**src/rtl/insn_fetch_pkg.sv**
```systemverilog
// Shared types and constants for the instruction fetch unit.
package insn_fetch_pkg;

   typedef enum logic [1:0] {
      ST_IDLE  = 2'd0,
      ST_FETCH = 2'd1,
      ST_ISSUE = 2'd2,
      ST_FAULT = 2'd3
   } fetch_state_t;

   localparam logic [1:0]  FC_NONE     = 2'b00;
   localparam logic [1:0]  FC_MISALIGN = 2'b01;
   localparam logic [1:0]  FC_TIMEOUT  = 2'b10;

   localparam logic [31:0] INSN_NOP    = 32'h0000_0013;

   // Targets are half-word aligned by clearing bit 0; bit 1 is left for the caller to trap on.
   function automatic logic [31:0] calc_next_pc(input logic [31:0] pc,
                                                input logic        sel,
                                                input logic [31:0] target);
      return sel ? {target[31:1], 1'b0} : pc + 32'd4;
   endfunction

endpackage

```
**src/rtl/insn_fetch_wait_timer.sv**
```systemverilog
// Counts consecutive FETCH cycles without mem_ready; expired marks the timeout cycle.
module fetch_wait_timer #(
   parameter int WAIT_MAX = 15
) (
   input  logic clk,
   input  logic rst_n,
   input  logic i_clr,
   input  logic i_en,
   output logic o_expired
);

   localparam int CW = (WAIT_MAX < 1) ? 1 : $clog2(WAIT_MAX + 1);

   logic [CW-1:0] r_count;

   always_ff @(posedge clk or negedge rst_n) begin
      if (!rst_n) begin
         r_count <= '0;
      end else if (i_clr) begin
         r_count <= '0;
      end else if (i_en && !o_expired) begin
         r_count <= r_count + 1'b1;
      end
   end

   assign o_expired = (r_count == CW'(WAIT_MAX));

endmodule

```
**src/rtl/insn_fetch.sv**
```systemverilog
// Instruction fetch sequencer: requests a word at pc, holds it for decode/execute,
// then commits the next pc. Timeout and misaligned-target faults are sticky until reset.
//
// state    | meaning
// ---------+-----------------------------------------------------------
// IDLE     | no request outstanding; waits for run
// FETCH    | mem_req high at pc until mem_ready or wait timeout
// ISSUE    | insn/pc valid for decode; waits for exec_done to update pc
// FAULT    | fault latched with its code; leaves only through reset
module insn_fetch
   import insn_fetch_pkg::*;
#(
   parameter logic [31:0] RESET_PC = 32'h0000_0000,
   parameter int          WAIT_MAX = 15
) (
   input  logic        clk,
   input  logic        rst_n,
   input  logic        run,
   output logic        mem_req,
   output logic [31:0] mem_addr,
   input  logic        mem_ready,
   input  logic [31:0] mem_rdata,
   output logic [31:0] insn,
   output logic [31:0] pc,
   output logic        insn_valid,
   input  logic        exec_done,
   input  logic        pc_next_sel,
   input  logic [31:0] pc_target,
   output logic        fault,
   output logic [1:0]  fault_code
);

   fetch_state_t r_state;
   logic [31:0]  r_pc;
   logic [31:0]  r_insn;
   logic         r_mem_req;
   logic         r_insn_valid;
   logic         r_fault;
   logic [1:0]   r_fault_code;

   logic         w_in_fetch;
   logic         w_timer_clr;
   logic         w_timer_en;
   logic         w_expired;
   logic [31:0]  w_next_pc;

   assign w_in_fetch  = (r_state == ST_FETCH);
   assign w_timer_clr = !w_in_fetch || mem_ready;
   assign w_timer_en  = w_in_fetch && !mem_ready;
   assign w_next_pc   = calc_next_pc(r_pc, pc_next_sel, pc_target);

   fetch_wait_timer #(
      .WAIT_MAX (WAIT_MAX)
   ) u_wait_timer (
      .clk       (clk),
      .rst_n     (rst_n),
      .i_clr     (w_timer_clr),
      .i_en      (w_timer_en),
      .o_expired (w_expired)
   );

   always_ff @(posedge clk or negedge rst_n) begin
      if (!rst_n) begin
         r_state      <= ST_IDLE;
         r_pc         <= RESET_PC;
         r_insn       <= INSN_NOP;
         r_mem_req    <= 1'b0;
         r_insn_valid <= 1'b0;
         r_fault      <= 1'b0;
         r_fault_code <= FC_NONE;
      end else begin
         unique case (r_state)
            ST_IDLE: begin
               if (run) begin
                  r_state   <= ST_FETCH;
                  r_mem_req <= 1'b1;
               end
            end
            ST_FETCH: begin
               // A transfer on the last allowed cycle wins over the timeout.
               if (mem_ready) begin
                  r_insn       <= mem_rdata;
                  r_state      <= ST_ISSUE;
                  r_mem_req    <= 1'b0;
                  r_insn_valid <= 1'b1;
               end else if (w_expired) begin
                  r_state      <= ST_FAULT;
                  r_mem_req    <= 1'b0;
                  r_fault      <= 1'b1;
                  r_fault_code <= FC_TIMEOUT;
               end
            end
            ST_ISSUE: begin
               if (exec_done) begin
                  r_insn_valid <= 1'b0;
                  if (w_next_pc[1]) begin
                     r_state      <= ST_FAULT;
                     r_fault      <= 1'b1;
                     r_fault_code <= FC_MISALIGN;
                  end else begin
                     r_pc <= w_next_pc;
                     if (run) begin
                        r_state   <= ST_FETCH;
                        r_mem_req <= 1'b1;
                     end else begin
                        r_state   <= ST_IDLE;
                     end
                  end
               end
            end
            ST_FAULT: begin
               r_mem_req    <= 1'b0;
               r_insn_valid <= 1'b0;
               r_fault      <= 1'b1;
            end
            default: r_state <= ST_IDLE;
         endcase
      end
   end

   assign mem_req    = r_mem_req;
   assign mem_addr   = r_pc;
   assign pc         = r_pc;
   assign insn       = r_insn;
   assign insn_valid = r_insn_valid;
   assign fault      = r_fault;
   assign fault_code = r_fault_code;

endmodule

```
**config.mk**
```make
export PLATFORM = sky130hd
export DESIGN_NAME = insn_fetch
export DESIGN_NICKNAME = d
export VERILOG_FILES = /design/src/rtl/insn_fetch_pkg.sv /design/src/rtl/insn_fetch_wait_timer.sv /design/src/rtl/insn_fetch.sv
export SDC_FILE = /design/constraint.sdc
export NUM_CORES = 1
export LEC_CHECK = 0
export ABC_AREA = 1
export CAP_MARGIN = 20
export CORE_AREA = 10 10 122 102
export CTS_BUF_LIST = sky130_fd_sc_hd__clkbuf_16
export DETAILED_ROUTE_END_ITERATION = 10
export DIE_AREA = 0 0 132 112
export PLACE_DENSITY_LB_ADDON = 0.05
export SLEW_MARGIN = 20
export SYNTH_ARGS = -nofsm -noshare
export SYNTH_HDL_FRONTEND = slang
export SYNTH_HIERARCHICAL = 1
export SYNTH_SLANG_ARGS = --single-unit
```
**constraint.sdc**
```tcl
create_clock -name clk -period 3 [get_ports clk]
set_input_delay 0.45 -clock clk [delete_from_list [all_inputs] [get_ports clk]]
set_output_delay 0.45 -clock clk [all_outputs]
set_load 0.05 [all_outputs]
```
# ---- Word level (Yosys, flattened, before mapping)
# Index checks and enable logic that the tools add are counted.
dict set report op_classes {
  n_bitwise 1
  add_sub_neg 2
  muxes 29
  reduce_logical 18
  n_eq_ne 12
}
# operator n
set op_table {}
lappend op_table {{32-bit by 3-bit adder with 32-bit output (second input constant)} 1}
lappend op_table {{32-bit 2-to-1 mux} 1}
lappend op_table {{2-bit 2-to-1 mux} 9}
lappend op_table {{1-bit 2-to-1 mux} 12}
lappend op_table {{2-bit != test (second input constant)} 6}
lappend op_table {{5-bit AND reduction} 2}
lappend op_table {{3-bit AND reduction} 3}
lappend op_table {{4-bit 2-to-1 mux} 2}
lappend op_table {{1-bit one-hot mux with 3 select lines} 2}
lappend op_table {{2-bit one-hot mux with 3 select lines} 1}
lappend op_table {{3-bit nonzero test} 2}
lappend op_table {{4-bit by 1-bit adder with 4-bit output (second input constant)} 1}
lappend op_table {{2-bit == test (second input constant)} 2}
lappend op_table {{4-bit == test (second input constant)} 1}
lappend op_table {{1-bit one-hot mux with 4 select lines} 1}
lappend op_table {{2-bit one-hot mux with 2 select lines} 1}
lappend op_table {{4-bit AND reduction} 1}
lappend op_table {{2-bit nonzero test} 2}
lappend op_table {{1-bit logical NOT} 3}
lappend op_table {{3-bit by 2-bit != test with 1-bit output (second input constant)} 1}
lappend op_table {{2-bit by 1-bit == test with 1-bit output (second input constant)} 1}
lappend op_table {{1-bit logical AND} 2}
lappend op_table {{2-bit logical NOT} 1}
lappend op_table {{2-bit by 1-bit != test with 1-bit output (second input constant)} 1}
lappend op_table {{other kinds (3)} 3}
dict set report word_totals {
  output_inout_bits 101
  inputBits 70
  ff_bits 74
}

# ---- Logic depth before layout (Yosys ltp)
dict set report logic_depth {
  depth_word 5
  ltp_mapped 10
  depth_no_buf 10
}

# ---- Modules after synthesis
# The synthesis kept the hierarchy.
# mod area_each_um2 n_inst seq_area_each_um2 cells_each
set modules_own_cells {}
lappend modules_own_cells {insn_fetch 4206.5 1 1730.4 546}
lappend modules_own_cells {fetch_wait_timer 225.2 1 100.1 29}

# ---- Worst setup path before layout
# Ideal clock, no wire load.
dict set report synth_timing {
  path_kind {register to register}
  start {register r_pc[3], in the netlist mem_addr[3]}
  end {register r_pc[22], in the netlist mem_addr[22]}
  t_arrival_ps 1712
  n_path_buf 0
  synth_period_minus_slack_ps 1830
  slack_ps 1170
  required_time_ps 2882
  path_stages_with_launch 11
  path_cell_list {dfrtp_1 ha_1 nand2_1 nor2_2 nand2_2 nor2_2 nand2_1 nand2_1 nand3_1 nand2_1 nand2_1}
}
dict set report synth_between {
  elab_chain_len 2
}
# element line
set synth_lines {}
lappend synth_lines {{start: declaration} insn_fetch.sv:34} ;# logic [31:0] r_pc;
lappend synth_lines {{start signal: assignment} insn_fetch.sv:101} ;# r_pc <= w_next_pc;
lappend synth_lines {{32-bit by 3-bit adder with 32-bit output} insn_fetch_pkg.sv:21} ;# return sel ? {target[31:1], 1'b0} : pc + 32'd4;
lappend synth_lines {{32-bit 2-to-1 mux} insn_fetch_pkg.sv:21}
# Every way passes these cells.
# A chain may end at the register's enable or synchronous reset.

# ---- Worst setup path after layout
dict set report layout_timing {
  start {register r_pc[27], in the netlist mem_addr[27]}
  end {output port mem_addr[27]}
}
# element line
set layout_rtl {}
lappend layout_rtl {{end: declaration} insn_fetch.sv:20} ;# output logic [31:0] mem_addr,
# No word-level cell between the ends.

==> impl_metrics.yaml <==
status:
  status: "finished, final reports clean"
clock_network:
  cts.sinks: 73
  path_clk_slew_ns: 0.06
  cts_made_buffers: 9
  ctsHoldBuffers: 0
  root_buffer: "clkbuf_16"
  cts_tree: "done"
  cts_setup_buffers: 0
  clk_path_buf_depth: 2
  ctsResizeCount: 0
  insertion_delay_ns: 0.35
  h-tree-depth: 3
sta:
  tns_ns: 0
  fin_crit_ns: 2.19
  setup_viol_count_final: 0
  tightestPinTransition_ns: 0.664
  slew_violations: 0
  relSlewSlack: 0.557
  hold_viol_final: 0
  max_freq_ghz: 0.457
  fin_crit_sh: 0.729
  grt_setup_unrepaired: "no"
  final.setup_skew_ns: 0.00743
route:
  wl_mm: 13.4
  first_iter_violations: 220
  route.detailed.drc: 0
  vias_per_cell: 4.92
  dr.pass1.iters: 7
  postRouteAntennaNets: 0
  post_drt_wl_per_cell_um: 15.6
  vias: 4211
logic_synthesis:
  ys_seq_area_frac: 0.413
  synth-adder-area-share: 0.0226
  synthMuxAreaShare: 0.0813
  ys_types: 34
  avgSynthCellArea_um2: 7.71
  synthCells: 575
  syn_area_um2: 4430
  ys_warn_count: 6
  synth_compound_area_frac: 0.0785
  ys_ff_latch: 73
  yosys.area_share.simple: 0.285
  synth_xor_area_frac: 0.00198
  synth_top_family_by_area: "simple AND/OR/NAND/NOR gates"
grt:
  grt_pass1_wl_mm: 21.4
  grt_overflow_total: 0
  grt_util_all_layers: 0.177
  grt_max_degree: 39
  antenna_found_initial: 0
  grt_pass1_vias: 4187
setup_path:
  startpoint_type: "flip-flop"
  timing.critical_path.buf_inv: 1
  crit_fanout: 8
  worstPathArrival_ns: 1.74
  worstSetupEndpointType: "output pin"
  crit_chain: "clkdlybuf4s50_1"
  cpPeakStageDelay_ns: 0.87
  required_ns: 2.55
  crit_type: "reg2out"
  crit_family: "buffers and inverters"
  slowest_stage: "clkdlybuf4s50_1"
die:
  design.core.area_um2: 10000
  dieWidth_um: 132
  io_pins: 171
  die_area_um2: 14800
  die_y_um: 112
  rows: 33
  start_util: 0.442
place:
  hpwl_mm: 10.3
  portBuffers: 165
  placed_cells: 840
  gp_congestion: 0.851
cells_and_area:
  area_growth_pct: 42.2
  multi_input_area_um2: 2090
  regArea_um2: 1830
  final_common_cell: "clkdlybuf4s50_1"
  nets: 789
  fillCellCount: 892
  final_cell_mix: "clkdlybuf4s50_1, nand2_1, nor2_1, dfrtp_1, inv_1"
  drive_above_1_share: 0.110
  n_antenna_cell: 0
  stdcell_count: 856
power_and_ir_drop:
  ir_drop_mv: 0.845
  power.density_nw_per_um2: 1290
  p_leak_nw: 2.80
worst_hold_path:
  hold_path.class: "in2async"
job:
  drv_cap: 0
[registers in the layout, indices dropped and copies added, names as in the netlist]
signal / flops
mem_addr: 30
fault: 1
u_wait_timer/r_count: 4
insn: 32
mem_req: 1
insn_valid: 1
r_state: 2
fault_code: 2
[cell families after synthesis]
family                   after synthesis
AND/OR/NAND/NOR                      297
other                                  1
buffers and inverters                100
adder cells (fa/ha/maj)                8
AO/OA/AOI/OAI                         63
XOR/XNOR                               1
multiplexers                          32
flip-flops                            73
[final cells by class]
class | count | share of cell area
multi-input combinational | 405 | 0.332
tap | 140 | 0.0278
clock buffer | 9 | 0.0357
sequential | 73 | 0.290
clock inverter | 7 | 0.0125
inverter | 50 | 0.0298
timing repair buffer | 172 | 0.272
[worst paths after layout]
kind | startpoint | endpoint | slack [ns] | cells past startpoint
max reg2reg | r_state[0]$_DFFE_PN0P_ | mem_addr[15]$_DFFE_PN0P_ | 0.98 | 8
min | rst_n | insn[20]$_DFFE_PN0P_ | 0.09 | 1
min in group clk | fault$_DFFE_PN0P_ | fault$_DFFE_PN0P_ | 0.48 | 2
max | mem_addr[27]$_DFFE_PN0P_ | mem_addr[27] | 0.81 | 1
min reg2reg | fault$_DFFE_PN0P_ | fault$_DFFE_PN0P_ | 0.48 | 2
max in group asynchronous | rst_n | insn[1]$_DFFE_PN1P_ | 2.18 | 2
[metal layers]
metal | global-route usage | routed length (µm) | vias up
li1 | - | - | 2067
met1 | 0.205 | 5680 | 1976
met2 | 0.282 | 6120 | 151
met3 | 0.0916 | 1410 | 17
met4 | 0.0481 | 159 | 0
met5 | 0 | 0 | -
[synth_stat cells]
cell type    n  share of area
buf_2       13          0.015
ha_1         8          0.023
nand2_4      2         0.0051
o22ai_1      3         0.0042
o21bai_1     1         0.0017
buf_4       34          0.058
o31ai_1      4         0.0068
nor2_8       1         0.0045
nor2_4       3         0.0076
o21a_1       1         0.0017
o211ai_1     1         0.0017
a21oi_1     20          0.023
nor2_1      78          0.066
dfrtp_1     70           0.40
a21o_1       1         0.0017
nand2_1    155           0.13
nand3_1     40          0.045
inv_1       49          0.042
nor2_2       5         0.0071
xor2_1       1         0.0020
clkbuf_1     3         0.0025
nand2_2      3         0.0042
o21bai_2     1         0.0025
o21ai_0     26          0.029
or2_2        4         0.0056
nor3_1       2         0.0023
o21ai_1      4         0.0045
and2_1       2         0.0028
dfstp_2      3          0.018
nand4_1      2         0.0028
a22oi_1      1         0.0017
conb_1       1        0.00085
inv_2        1        0.00085
mux2_2      32          0.081
[where the power goes]
group	switching, mW	internal (mW)
sequential	0.514	1.46
clock	0.450	0.649
combinational	3.40	1.68
[through the flow]
stage / area [µm²] / total power, mW / hold WS [ns] / worst slack [ns] / utilization
3_5_place_dp: 6000 / 7.09 / 0.466 / 0.711 / 0.598
3_3_place_gp: 6000 / 7.01 / 0.466 / 0.706 / 0.598
4_1_cts: 6300 / 8.21 / 0.114 / 0.795 / 0.628
2_1_floorplan: 4440 / 5.55 / 0.154 / 1.17 / -
5_1_grt: 6300 / 8.58 / 0.125 / 0.762 / 0.628
6_report: 6300 / 8.15 / 0.0935 / 0.812 / 0.628
Power figures use the tool's default switching activity.
